## src/rtl/regfile_wb_arbiter_if.sv

```systemverilog
// Writeback arbiter bus: requester handshakes, decode scoreboard query, and the
// register-file write port.
interface regfile_wb_arbiter_if #(
  parameter int N_REQ = 2,
  parameter int XLEN  = 32
);
  logic [N_REQ-1:0]      req_valid;
  logic [N_REQ-1:0]      req_ready;
  logic [N_REQ*5-1:0]    req_rd;
  logic [N_REQ*XLEN-1:0] req_data;
  logic                  issue_valid;
  logic [4:0]            issue_rd;
  logic [4:0]            rs1_addr;
  logic [4:0]            rs2_addr;
  logic                  rs1_busy;
  logic                  rs2_busy;
  logic                  we3;
  logic [4:0]            a3;
  logic [XLEN-1:0]       wd3;
  logic                  wb_unexpected;

  modport master (
    output req_valid, req_rd, req_data, issue_valid, issue_rd, rs1_addr, rs2_addr,
    input  req_ready, rs1_busy, rs2_busy, we3, a3, wd3, wb_unexpected
  );

  modport slave (
    input  req_valid, req_rd, req_data, issue_valid, issue_rd, rs1_addr, rs2_addr,
    output req_ready, rs1_busy, rs2_busy, we3, a3, wd3, wb_unexpected
  );
endinterface

```

## src/rtl/regfile_wb_arbiter.sv

```systemverilog
// Round-robin share of the register file write port among N_REQ writeback
// requesters, plus a pending-write scoreboard for decode RAW stalls.
module regfile_wb_arbiter #(
  parameter int N_REQ = 2,
  parameter int XLEN  = 32
) (
  input logic                 clk,
  input logic                 rst,
  regfile_wb_arbiter_if.slave bus
);
  localparam int PW = (N_REQ > 1) ? $clog2(N_REQ) : 1;

  logic [PW-1:0]    r_ptr;
  logic [31:0]      r_pending;
  logic             r_we3;
  logic [4:0]       r_a3;
  logic [XLEN-1:0]  r_wd3;
  logic             r_unexp;

  logic             w_any;
  logic [PW-1:0]    w_gidx;
  logic [PW-1:0]    w_ptr_nxt;
  logic [N_REQ-1:0] w_ready;
  logic [4:0]       w_rd;
  logic [XLEN-1:0]  w_data;
  logic [31:0]      w_pend_nxt;

  // First valid requester at or after the pointer, wrapping around.
  always_comb begin
    w_any  = 1'b0;
    w_gidx = '0;
    for (int k = 0; k < N_REQ; k++) begin
      if (!w_any && bus.req_valid[(int'(r_ptr) + k) % N_REQ]) begin
        w_any  = 1'b1;
        w_gidx = PW'((int'(r_ptr) + k) % N_REQ);
      end
    end
  end

  always_comb begin
    w_ready = '0;
    for (int i = 0; i < N_REQ; i++)
      w_ready[i] = !rst && w_any && (w_gidx == PW'(i));
  end

  assign w_rd      = bus.req_rd[int'(w_gidx)*5 +: 5];
  assign w_data    = bus.req_data[int'(w_gidx)*XLEN +: XLEN];
  assign w_ptr_nxt = (int'(w_gidx) == N_REQ - 1) ? '0 : w_gidx + 1'b1;

  // Clear for the committing write first, so a same-edge issue of that reg wins.
  always_comb begin
    w_pend_nxt = r_pending;
    if (r_we3)
      w_pend_nxt[r_a3] = 1'b0;
    if (bus.issue_valid && bus.issue_rd != 5'd0)
      w_pend_nxt[bus.issue_rd] = 1'b1;
    w_pend_nxt[0] = 1'b0;
  end

  always_ff @(posedge clk) begin
    if (rst) begin
      r_ptr     <= '0;
      r_pending <= '0;
      r_we3     <= 1'b0;
      r_a3      <= '0;
      r_wd3     <= '0;
      r_unexp   <= 1'b0;
    end else begin
      r_pending <= w_pend_nxt;
      r_unexp   <= r_we3 && !r_pending[r_a3];
      if (w_any) begin
        r_ptr <= w_ptr_nxt;
        r_we3 <= (w_rd != 5'd0);
        r_a3  <= w_rd;
        r_wd3 <= w_data;
      end else begin
        r_we3 <= 1'b0;
      end
    end
  end

  assign bus.req_ready     = w_ready;
  assign bus.rs1_busy      = (bus.rs1_addr != 5'd0) && r_pending[bus.rs1_addr];
  assign bus.rs2_busy      = (bus.rs2_addr != 5'd0) && r_pending[bus.rs2_addr];
  assign bus.we3           = r_we3;
  assign bus.a3            = r_a3;
  assign bus.wd3           = r_wd3;
  assign bus.wb_unexpected = r_unexp;
endmodule

```

## src/flat_wrapper.sv

```systemverilog
// flat-port wrapper written by rule: the top's interface ports become plain ports
module regfile_wb_arbiter_flat 
#(
  parameter int N_REQ = 2,
  parameter int XLEN  = 32
)
  (clk, rst, bus_req_valid, bus_req_rd, bus_req_data, bus_issue_valid, bus_issue_rd, bus_rs1_addr, bus_rs2_addr, bus_req_ready, bus_rs1_busy, bus_rs2_busy, bus_we3, bus_a3, bus_wd3, bus_wb_unexpected);
  regfile_wb_arbiter_if #(.N_REQ(N_REQ), .XLEN(XLEN)) bus_i ();
  input logic clk;
  input logic rst;
  input wire logic [$bits(bus_i.req_valid)-1:0] bus_req_valid;
  input wire logic [$bits(bus_i.req_rd)-1:0] bus_req_rd;
  input wire logic [$bits(bus_i.req_data)-1:0] bus_req_data;
  input wire logic [$bits(bus_i.issue_valid)-1:0] bus_issue_valid;
  input wire logic [$bits(bus_i.issue_rd)-1:0] bus_issue_rd;
  input wire logic [$bits(bus_i.rs1_addr)-1:0] bus_rs1_addr;
  input wire logic [$bits(bus_i.rs2_addr)-1:0] bus_rs2_addr;
  output wire logic [$bits(bus_i.req_ready)-1:0] bus_req_ready;
  output wire logic [$bits(bus_i.rs1_busy)-1:0] bus_rs1_busy;
  output wire logic [$bits(bus_i.rs2_busy)-1:0] bus_rs2_busy;
  output wire logic [$bits(bus_i.we3)-1:0] bus_we3;
  output wire logic [$bits(bus_i.a3)-1:0] bus_a3;
  output wire logic [$bits(bus_i.wd3)-1:0] bus_wd3;
  output wire logic [$bits(bus_i.wb_unexpected)-1:0] bus_wb_unexpected;
  assign bus_i.req_valid = bus_req_valid;
  assign bus_i.req_rd = bus_req_rd;
  assign bus_i.req_data = bus_req_data;
  assign bus_i.issue_valid = bus_issue_valid;
  assign bus_i.issue_rd = bus_issue_rd;
  assign bus_i.rs1_addr = bus_rs1_addr;
  assign bus_i.rs2_addr = bus_rs2_addr;
  assign bus_req_ready = bus_i.req_ready;
  assign bus_rs1_busy = bus_i.rs1_busy;
  assign bus_rs2_busy = bus_i.rs2_busy;
  assign bus_we3 = bus_i.we3;
  assign bus_a3 = bus_i.a3;
  assign bus_wd3 = bus_i.wd3;
  assign bus_wb_unexpected = bus_i.wb_unexpected;
  regfile_wb_arbiter #(.N_REQ(N_REQ), .XLEN(XLEN)) u_core (.clk(clk), .rst(rst), .bus(bus_i));
endmodule
```

## config.mk

```make
export PLATFORM = sky130hd
export DESIGN_NAME = regfile_wb_arbiter_flat
export DESIGN_NICKNAME = d
export VERILOG_FILES = /design/src/rtl/regfile_wb_arbiter_if.sv /design/src/rtl/regfile_wb_arbiter.sv /design/src/flat_wrapper.sv
export SDC_FILE = /design/constraint.sdc
export NUM_CORES = 1
export LEC_CHECK = 0
export BUFFER_PORTS_ARGS = -buffer_cell sky130_fd_sc_hd__buf_2
export CAP_MARGIN = 15
export CORE_MARGIN = 4
export CORE_UTILIZATION = 50
export CTS_CLUSTER_DIAMETER = 100
export DETAILED_ROUTE_END_ITERATION = 12
export GPL_TIMING_DRIVEN = 0
export PLACE_DENSITY = 0.81
export SLEW_MARGIN = 20
export SYNTH_ARGS = -nofsm -noshare
export SYNTH_HDL_FRONTEND = slang
export SYNTH_SLANG_ARGS = --single-unit
```

## constraint.sdc

```tcl
create_clock -name clk -period 2.4 [get_ports clk]
set_input_delay 0.36 -clock clk [delete_from_list [all_inputs] [get_ports clk]]
set_output_delay 0.36 -clock clk [all_outputs]
set_load 0.05 [all_outputs]
```

Word level (Yosys, flattened, before mapping)
Index checks and enable logic that the tools add are counted.
{ "totals": {"ram_bits": 0, "wordCells": 66, "reg_bits": 72, "rom_bits": 0, "mem_count": 0, "output_inout_bits": 43, "input_bits": 94, "latchBits": 0} }
{ "op_classes": {"n_addsub": 2, "div": 0, "bitwise_logic": 6, "n_mux": 22, "n_eq_ne": 0, "shift": 2, "reduce_logical": 18, "n_lt_le_gt_ge": 8, "multipliers": 1} }
{ "op_table": {"columns": ["cell", "n"], "rows": [
  ["2-to-1 mux 32 bit", 2],
  ["indexed part select 64 x 7 -> 32 bit", 1],
  ["AND 32 bit", 1],
  ["NOT 32 bit", 1],
  ["bitwise OR 32 bit", 1],
  ["indexed part select 10 x 32 -> 5 bit", 1],
  ["< comparator 5 x 6 -> 1 bit (second input constant)", 4],
  ["nonzero test 5 bit", 4],
  ["binary-select mux 1 bit (select 5 bit)", 3],
  ["2-to-1 mux 1 bit", 15],
  ["demux 1 bit (select 5 bit)", 2],
  ["greater-or-equal comparator 5 x 1 -> 1 bit (second input constant)", 2],
  ["logical AND 1 bit", 10],
  ["multiplier 1 x 3 -> 4 bit (second input constant)", 1],
  ["zero test 1 bit", 3],
  ["< comparator 2 x 3 -> 1 bit (second input constant)", 1],
  ["adder 1 bit (second input constant)", 2],
  ["< comparator 1 x 2 -> 1 bit (second input constant)", 1],
  ["NOT 1 bit", 2],
  ["OR reduction 2 bit", 1],
  ["AND 1 bit (first input constant)", 1]
]} }

Logic depth before layout (Yosys ltp)
Gate-level depths: netlist (run 1).
{ "depth": {"word_depth": 10, "ltp_mapped": 6, "depth_no_buf": 4} }

Worst setup path after synthesis (run 1)
No wires, ideal clock.
{ "synth_timing": {"path_kind": "input port to output port", "startpoint": "input port bus_rs2_addr[0]", "endpoint": "output port bus_rs2_busy", "n_path_buf": 1, "slack_ps": 133, "required_time_ps": 2040, "arrival_ps": 1907, "stages": 5, "path_cell_list": "buf_6 -> mux4_2 -> mux2i_1 -> nor3b_1 -> or4_1"} }
{ "synth_via": {"elab_chain_len": 3} }
{ "synth_lines": {"columns": ["element", "line_no", "rtl"], "rows": [
  ["from (decl)", "flat_wrapper.sv:17", "input wire logic [$bits(bus_i.rs2_addr)-1:0] bus_rs2_addr;"],
  ["binary-select mux 1 bit (select 5 bit)", "regfile_wb_arbiter.sv:84", "assign bus.rs2_busy = (bus.rs2_addr != 5'd0) && r_pending[bus.rs2_addr];"],
  ["2-to-1 mux 1 bit (implied by the code)", "regfile_wb_arbiter.sv:84", null],
  ["logical AND 1 bit *", "regfile_wb_arbiter.sv:84", null],
  ["to (decl)", "flat_wrapper.sv:20", "output wire logic [$bits(bus_i.rs2_busy)-1:0] bus_rs2_busy;"]
]} }
Every way passes the cells marked *; elsewhere a longest branch is shown, timed or not. The select of a mux whose other input is x is not followed.

Worst setup path after layout (run 1)
{ "layout_timing": {"startpoint": "register u_core.r_pending[27]", "endpoint": "output port bus_rs2_busy"} }
{ "layout_via": {"elab_chain_len": 3} }
{ "layout_lines": {"columns": ["element", "line_no", "rtl"], "rows": [
  ["from (decl)", "regfile_wb_arbiter.sv:14", "logic [31:0] r_pending;"],
  ["from (signal assigned)", "regfile_wb_arbiter.sv:69", "r_pending <= w_pend_nxt;"],
  ["binary-select mux 1 bit (select 5 bit)", "regfile_wb_arbiter.sv:84", null],
  ["2-to-1 mux 1 bit (implied by the code)", "regfile_wb_arbiter.sv:84", null],
  ["logical AND 1 bit", "regfile_wb_arbiter.sv:84", null]
]} }
No other way between the ends. The select of a mux whose other input is x is not followed.

==> impl_results.md, run 1 <==
- I/O pin cnt: between 100 and 150
- Vias in the first global route: 3709
- Total Power: ~2.8 mW
- Syn nets: 519
- Initial Utilization: between 50% and 60%
- Area growth syn-to-layout: 26.7%
- Power per Cell Area: just under 600 mW/mm^2
- CTS Hold Buffers Added: 0
- First-pass GRT wire length: 17600 um
- CTS tree: done
- Worst Path Arrival: 2.09 ns
- Antenna fix cells: 0
- Fin util: around 65%
- Failing checks: negative setup slack
- CTS root buffer: clkbuf_8
- Final Hold Vio Count: 0
- Sequential element share of the synthesized area: between 30% and 40%
- Most common cell after layout, fill and taps aside: buf_2
- Unrepaired setup endpoints after global routing: yes
- All-Layer GR Usage: 25.0%
- Vias: between 3000 and 4000
- Worst-Margin Slew: about 1.1 ns
- WP buf/inv: 1
- Final Wtd Congestion: around 0.90
- Clock skew: approximately 0.0066 ns
- Layout cell share with drive strength beyond 1: 31.7%
- Drt via density: just under 6
- Final Cycle Share: 102%
- Fin crit period: 2.45 ns
- Synth cell types: 43
- Status: complete, but fails checks
- Slew HR: 27.5%
- Largest net degree at the start of global routing: 11
- Initial DRT Pass Iterations: 5
- CP max stage delay: between 0.5 and 0.6 ns
- Final setup viols: 1
- DRT iter0 DRCs: around 330
- Most frequent cells in the layout: buf_2 (135), nand2_1 (71), o21ai_0 (68), dfxtp_1 (63), mux2i_1 (56)
- Max-cap violations: 0
- Number of fill cells: approximately 620
- Clk_lat worst skew: 0.34 ns
- Clock Sinks: 71
- Height of the die: 94.5 um
- Max Slew Vio Count: 0
- Core ar.: about 0.0073 sq mm
- Total gr overflow: 0
- Area occupied by multi-input gates: 0.00218 sq mm
- DR WL/cell: around 17 um
- Setup tns final: -0.0490 ns
- Placed Area: 0.00452 sq mm
- Num CTS Buffers: 9
- Critical path peak fanout: 4
- Clock Path Buffers: 2
- Startpoint types: flip-flop
- Peak VDD IR: roughly 0.45 mV
- CTS HTree Levels: 3
- WL final: 11500 um
- Number of flops mapped to enable cells by yosys: 0
- Total of flip-flops plus latches after synthesis: between 70 and 80
- Crit-path leading delay family: simple AND/OR/NAND/NOR gates
- Die W: ~94 um
- Num rows: 31
- Worst-path cell chain: mux4_1 -> nor2b_2 -> nor3_1 -> or4_1 -> buf_6
- DP HPWL: 8700 um
- FMAX: 408 MHz
- Crit path max-delay cell type: or4_1
- Post-synthesis cell count: ~430
- Syn avg cell area: just under 9 sq um
- Place WS: ~0.023 ns
- Antenna violations before repair: 0
- Port bufs: 131
- Ys flop type: dfxtp_1
- Worst Setup End Kind: output pin
- Pleak: between 2 and 2.5 nW
- Setup ws final: -0.0490 ns
- Post-synth ARST share: 0%
- Die ar.: between 0.008 and 0.009 sq mm
- NumNets Final: approximately 670
- Post-Synthesis Cell Area: ~0.0037 sq mm
- Register area: around 0.0014 sq mm
- CP required: 2.04 ns
- DRC: 0
- Finished Cell Area: around 0.0047 sq mm
- Class of the most critical hold timing path: in -> reg
- Final ANT Viol Nets: 0
- Clk slew on worst S/H paths: 0.07 ns
- Synth Warn #: 0
- Crit path kind: reg -> out
## worst register-to-register path, cell delays in order (launching register included)
cell	delay, ns
dfxtp_1	0.32
buf_2	0.28
buf_2	0.33
mux2i_1	0.24
o22ai_1	0.10
nor4_1	0.31
o2111a_1	0.27
## final timing paths
check / from / cells after the start / to / slack (ns)
hold reg to reg: u_core.bus.wd3[9]$_SDFFE_PP0N_ / 2 / u_core.bus.wd3[9]$_SDFFE_PP0N_ / 0.45
setup / recovery: u_core.r_pending[27]$_SDFF_PP0_ / 5 / bus_rs2_busy / -0.05
setup reg to reg: u_core.bus.a3[1]$_SDFFE_PP0N_ / 6 / u_core.bus.wb_unexpected$_SDFF_PP0_ / 0.48
hold / removal: bus_req_data[45] / 3 / u_core.bus.wd3[13]$_SDFFE_PP0N_ / 0.29
## metal layers
metal  track usage (%)  routed length [um]  vias to the layer above
met5                 0                   0                        -
met4              8.53                 227                        0
met3              6.85                1110                       35
met2              44.3                5770                      225
met1              29.1                4350                     1804
li1                  -                   -                     1835
## kinds of logic (layout without fill, tap and decap cells)
group                  Yosys count  count (layout)  synth area share [%]
AOI/OAI and AO/OA              122             122                  17.7
buffers and inverters           32             181                  3.81
DFF                             71              71                  38.0
muxes                           71              71                  23.1
and+or+nand+nor                129             129                  17.4
## state kept, by name, summed over array words and instances, names as in the netlist
register,flops
u_core.bus.we3,1
u_core.r_ptr,1
u_core.bus.wb_unexpected,1
u_core.bus.wd3,32
u_core.r_pending,31
u_core.bus.a3,5
## repair_timing
item	in CTS	in global routing
setup endpoints to repair	1	1
cloned	0	0
pin swaps	1	1
buffers inserted	3	1
resized for setup	9	3
## stage by stage
step | hold slack, ns | instances
detailed placement | 0.440 | 655
floorplan | 0.458 | 425
global route | 0.301 | 673
finish | 0.295 | 673
global placement | 0.431 | 655
CTS | 0.287 | 672
## synthesized netlist by cell type, types with 2 or more instances
library cell	instances	area [sq um]
nor2_1	6	22.5
mux4_2	9	203
a2111oi_0	2	17.5
a2bb2oi_1	2	17.5
or4_1	2	15.0
nor4_1	2	12.5
inv_1	5	18.8
mux4_1	2	52.6
nand2b_1	8	50.1
dfxtp_1	71	1420
or3b_2	2	17.5
clkbuf_1	18	67.6
buf_2	5	25.0
and3_1	3	18.8
mux2i_1	57	571
a211oi_1	2	15.0
o211ai_1	3	22.5
mux2_2	2	22.5
o21ai_0	68	340
nand3b_1	6	45.0
nor3_1	4	20.0
a21oi_1	34	170
and3b_1	4	35.0
nand4b_1	2	17.5
nor3b_1	5	37.5
buf_6	2	22.5
nor2b_1	3	18.8
nand2_1	71	267
o22ai_1	6	37.5
nand3_1	6	30.0
## final cells by class
cell class	count	share of cell area, %
clock buffers	13	3.35
flip-flops and latches	71	30.2
clock inverters	1	0.106
well taps	99	2.61
inverters	5	0.396
repair buffers	135	14.6
plain buffers	27	2.61
multi-input cells	322	46.1
## power breakdown
part / switching [mW] / internal (mW)
combinational: 0.426 / 0.209
clock: 0.414 / 0.420
sequential: 0.0432 / 1.24
(Power assumes the default switching activity.)
==> inputs of run 2 (changes only) <==
CORE_ASPECT_RATIO = 0.5   (was default)
==> run 2 against run 1 <==
  * The run now ends clean
  * Setup slack better by 0.058 ns
  * Register-to-register slack worse by 0.03 ns
  * Design area up 3.3%
  * Combinational power hardly changed
  * Clock skew about the same
  * Die area up 0.94%
  * First-iteration DRC count is 8.0% lower
  * Worst hold slack gained 0.015 ns
  * Final cell count decreased by 0.45%
  * Fmax increased by 2.4%
==> impl_results.md, run 2 (synthesized netlist as in run 1, its figures left out) <==
- Status: finished, final reports clean
- Worst Path Arrival: roughly 2 ns
- Final setup viols: 0
- Finished Cell Area: about 0.005 sq mm
- Critical path peak fanout: 4
- Core ar.: 0.00696 sq mm
- Largest net degree at the start of global routing: 13
- FMAX: 418 MHz
- Startpoint types: flip-flop
- I/O pin cnt: 137
- Vias: around 3800
- Hold path cells: 3
- Initial Utilization: 53.7%
- Crit path kind: reg -> out
- First-pass GRT wire length: 18300 um
- Fin crit period: approximately 2.4 ns
- Num rows: 21
- NumNets Final: 666
- Worst Setup End Kind: output pin
- Reg2Reg Setup Slack: roughly 0.45 ns
- Number of flip-flops under the largest register name: 32
- Max-cap violations: 0
- CTS HTree Levels: 3
- Antenna violations before repair: 0
- Vias in the first global route: around 3700
- Height of the die: between 60 and 70 um
- DRC: 0
- Setup tns final: 0 ns
- Drt via density: 5.69
- All-Layer GR Usage: 25.1%
- Area growth syn-to-layout: 30.8%
- Final Cycle Share: 99.6%
- Clk slew on worst S/H paths: around 0.06 ns
- Slew HR: a little under a third
- DP HPWL: roughly 8400 um
- Clock Sinks: between 70 and 80
- Final Hold Vio Count: 0
- WL final: between 10000 and 15000 um
- Peak VDD IR: ~0.43 mV
- Clk_lat worst skew: around 0.32 ns
- CTS tree: done
- Worst R2R End: u_core.bus.wb_unexpected$_SDFF_PP0_
- Initial DRT Pass Iterations: 7
- Final ANT Viol Nets: 0
- Cells after DPL: between 600 and 700
- R2R cell count: 6
- Num CTS Buffers: 9
- Place WS: 0.0433 ns
- Setup ws final: ~0.0087 ns
- Die W: around 130 um
- Die ar.: 0.00901 sq mm
- R2R Path Start: u_core.bus.a3[1]$_SDFFE_PP0N_
- Unrepaired setup endpoints after global routing: yes
- Total gr overflow: 0
- Placed Area: around 0.0045 sq mm
- Final Wtd Congestion: about 0.94
- DR WL/cell: approximately 17 um
- CP required: 2.04 ns
- Clock skew: 0.00623 ns
- Port bufs: around 130
- Power per Cell Area: approximately 670 mW/mm^2
- CTS Hold Buffers Added: 0
- Worst-Margin Slew: slightly above 1 ns
- Final std cells w/o fill: between 600 and 700
- Clock Path Buffers: 2
- Critical path startpoint: u_core.r_pending[30]$_SDFF_PP0_
- Class of the most critical hold timing path: in -> reg
- Max Slew Vio Count: 0
- Most frequent cells in the layout: buf_2 (135), nand2_1 (71), o21ai_0 (68), dfxtp_1 (61), mux2i_1 (56)
- Most common cell after layout, fill and taps aside: buf_2
- Pleak: roughly 2.1 nW
- CTS root buffer: clkbuf_16
- DRT iter0 DRCs: 299
- Layout cell share with drive strength beyond 1: between 30% and 40%
- CP endpoint: bus_rs2_busy
-- run 2: area by class of cell --
| type | count | area, sq um |
|---|---|---|
| Fill cell | 562 | 2070 |
| Tap cell | 92 | 115 |
| Sequential cell | 71 | 1430 |
| Antenna cell | 1 | 2.50 |
| Inverter | 5 | 18.8 |
| Timing Repair Buffer | 136 | 699 |
| Multi-Input combinational cell | 322 | 2180 |
| Clock inverter | 4 | 52.6 |
| Clock buffer | 12 | 267 |
| Buffer | 27 | 124 |
-- run 2: worst min-delay path by stage --
stage                                               start                         endpoint  slack, ns
final                                     bus_req_data[6]   u_core.bus.wd3[6]$_SDFFE_PP0N_       0.31
after CTS                                bus_req_data[49]  u_core.bus.wd3[17]$_SDFFE_PP0N_       0.31
after detailed placement  u_core.bus.wd3[24]$_SDFFE_PP0N_  u_core.bus.wd3[24]$_SDFFE_PP0N_       0.44
after global routing                      bus_req_data[8]   u_core.bus.wd3[8]$_SDFFE_PP0N_       0.33
after floorplan                 u_core.r_ptr$_SDFFE_PP0N_        u_core.r_ptr$_SDFFE_PP0N_       0.46
after global placement    u_core.bus.wd3[12]$_SDFFE_PP0N_  u_core.bus.wd3[12]$_SDFFE_PP0N_       0.43
-- run 2: per-layer routing --
layer | up-vias | GRT usage (%) | wire [um]
li1 | 1840 | - | -
met1 | 1758 | 33.0 | 4540
met2 | 194 | 41.2 | 5400
met3 | 23 | 6.40 | 1110
met4 | 0 | 6.11 | 169
met5 | - | 0 | 0
-- run 2: critical path, cell delays in order (launching register included) --
cell	delay, ns
dfxtp_1	0.33
mux4_2	0.48
nor2b_2	0.14
nor3_2	0.05
or4_1	0.54
buf_6	0.17
-- run 2: power breakdown --
part	internal (mW)	switching, mW
Sequential	1.24	0.0416
Clock	0.889	0.483
Combinational	0.209	0.424
-- run 2: stage by stage --
step	utilization (%)	hold slack (ns)	power [mW]
CTS	70.1	0.309	3.30
global route	70.2	0.333	3.40
floorplan	-	0.458	1.72
finish	70.3	0.309	3.29
global placement	64.8	0.429	1.92
detailed placement	64.8	0.437	1.93
-- run 2: repair_timing --
item                                    in CTS  in global routing
pin swaps                                    1                  0
endpoints found under the setup margin       1                  1
gates resized for setup                     11                  4
setup buffers                                5                  0
==> inputs of run 3 (changes only) <==
PLACE_DENSITY = 0.8   (was 0.81)
==> run 3 against run 2 <==
  * Flip-flop and latch count unchanged
  * Sequential share of layout area is essentially flat
  * Via count decreased by 1.7%
  * Combinational power about the same
  * Clock skew is essentially flat
  * Die area unchanged
  * First-iteration DRC count decreased by 13%
  * Critical path depth stayed put
  * Utilization is 0.29 points lower
  * Total power grew 4.7%
  * Clock-buffer cell count is 3 lower
  * Critical endpoint unchanged
  * Largest power group unchanged
  * Highest routed layer unchanged
==> impl_results.md, run 3 (synthesized netlist as in run 1, its figures left out) <==
- Drt via density: 5.64
- Final Hold Vio Count: 0
- CTS tree: done
- Area occupied by multi-input gates: 0.00217 sq mm
- Reg2Reg Setup Slack: 0.43 ns
- DP HPWL: 8280 um
- Port bufs: 131
- R2R cell count: 6
- Largest net degree at the start of global routing: 14
- Startpoint types: flip-flop
- R2R Path Start: u_core.bus.a3[1]$_SDFFE_PP0N_
- Vias: 3751
- CTS root buffer: clkbuf_16
- Initial Utilization: a little over half
- Critical path peak fanout: 4
- Min-delay src: bus_req_data[52]
- Clock skew: approximately 0.0058 ns
- Clk_lat worst skew: between 0.3 and 0.4 ns
- CTS HTree Levels: 3
- Register area: between 0.001 and 0.0015 sq mm
- FMAX: 417 MHz
- NumNets Final: 662
- WL final: about 11000 um
- Worst R2R End: u_core.bus.wb_unexpected$_SDFF_PP0_
- Final setup viols: 0
- Worst Setup End Kind: output pin
- Hold worst-path end: u_core.bus.wd3[20]$_SDFFE_PP0N_
- Most common cell after layout, fill and taps aside: buf_2
- Fin crit period: between 2 and 2.5 ns
- DR WL/cell: between 15 and 20 um
- First-pass GRT wire length: between 15000 and 20000 um
- Antenna violations before repair: 0
- Max-cap violations: 0
- DRT iter0 DRCs: ~260
- Crit path kind: reg -> out
- Status: finished, final reports clean
- Max Slew Vio Count: 0
- Number of fill cells: 573
- Most frequent cells in the layout: buf_2 (135), nand2_1 (71), o21ai_0 (68), dfxtp_1 (65), mux2i_1 (57)
- Slew HR: roughly a third
- Antenna fix cells: 0
- Number of flip-flops under the largest register name: 32
- Final Cycle Share: between 90% and 100%
- Area growth syn-to-layout: 30.3%
- Clk slew on worst S/H paths: around 0.06 ns
- Height of the die: roughly 69 um
- Pleak: 2.15 nW
- Final ANT Viol Nets: 0
- Class of the most critical hold timing path: in -> reg
- Total gr overflow: 0
- Unrepaired setup endpoints after global routing: yes
- Num CTS Buffers: 9
- Power per Cell Area: between 700 and 800 mW/mm^2
- Num rows: 21
- Hold path cells: 3
- Fin util: a little over two thirds
- All-Layer GR Usage: approximately a quarter
- Hold Slack: slightly above 0.3 ns
- DRC: 0
- Vias in the first global route: approximately 3600
- Final Wtd Congestion: approximately 0.97
- Setup tns final: 0 ns
- Worst Path Arrival: a little over 2 ns
- Peak VDD IR: about 0.42 mV
- Total Power: 3.44 mW
- Worst-Margin Slew: around 1 ns
- Die ar.: roughly 0.009 sq mm
- CP required: 2.04 ns
- Initial DRT Pass Iterations: 5
- I/O pin cnt: 137
- Clock Path Buffers: 2
- Core ar.: roughly 0.0070 sq mm
- Clock Sinks: 71
- Layout cell share with drive strength beyond 1: a little under a third
- Die W: 130 um
[run 3: cell count changes in the layout (fill, tap and decap cells not counted), moves of 2 or more]
cell,before,now
clkbuf_8,3,0
buf_4,5,1
bufinv_16,1,3
dfxtp_2,10,6
clkinvlp_4,3,1
dfxtp_1,61,65
[run 3: timing repair]
| item | 4_1_cts | 5_1_grt |
|---|---|---|
| setup buffers | 1 | 0 |
| pin swaps | 1 | 0 |
| endpoints found under the hold margin | 0 | 0 |
| resized for setup | 9 | 0 |
| hold buffers | 0 | 0 |
| endpoints found under the setup margin | 1 | 1 |
[run 3: power by group]
group          switching, mW  internal, mW  total (mW)
Combinational          0.423         0.208       0.631
Sequential            0.0420          1.24        1.28
Clock                  0.511          1.02        1.53
Total                  0.976          2.47        3.44
[run 3: final cells by class]
type | instances | share of cell area (%)
buffer | 27 | 2.54
clock buffer | 9 | 4.62
clock inverter | 7 | 2.46
inverter | 5 | 0.385
multi-input combinational | 322 | 44.6
sequential | 71 | 29.3
tap | 92 | 2.36
timing repair buffer | 132 | 13.7
[run 3: routing by layer]
| layer | vias to the layer above | track usage (%) | part of all wire (%) |
|---|---|---|---|
| met5 | - | 0 | 0 |
| met4 | 0 | 7.49 | 1.4 |
| met3 | 17 | 7.10 | 9.4 |
| met2 | 164 | 40.7 | 48 |
| met1 | 1739 | 32.7 | 41 |
| li1 | 1831 | - | - |
[run 3: worst max path at each step]
stage	startpoint	end
floorplan	bus_rs2_addr[0]	bus_rs2_busy
global placement	bus_rs2_addr[0]	bus_rs2_busy
detailed placement	bus_rs2_addr[0]	bus_rs2_busy
CTS	u_core.r_pending[18]$_SDFF_PP0_	bus_rs2_busy
global route	u_core.r_pending[23]$_SDFF_PP0_	bus_rs2_busy
finish	u_core.r_pending[31]$_SDFF_PP0_	bus_rs2_busy
[run 3: metrics by stage]
stage	setup slack, ns	std cells	cell area [sq um]
CTS	-0.00779	665	4870
detailed placement	0.0780	648	4510
global route	-0.0479	665	4870
floorplan	0.133	425	3740
finish	0.00473	665	4870
global placement	0.0624	648	4510
[run 3: critical path: stages (launching register included)]
cell     delay [ns]
dfxtp_1        0.33
mux4_2         0.49
nor2b_2        0.12
nor3_1         0.05
or4_1          0.53
buf_6          0.17
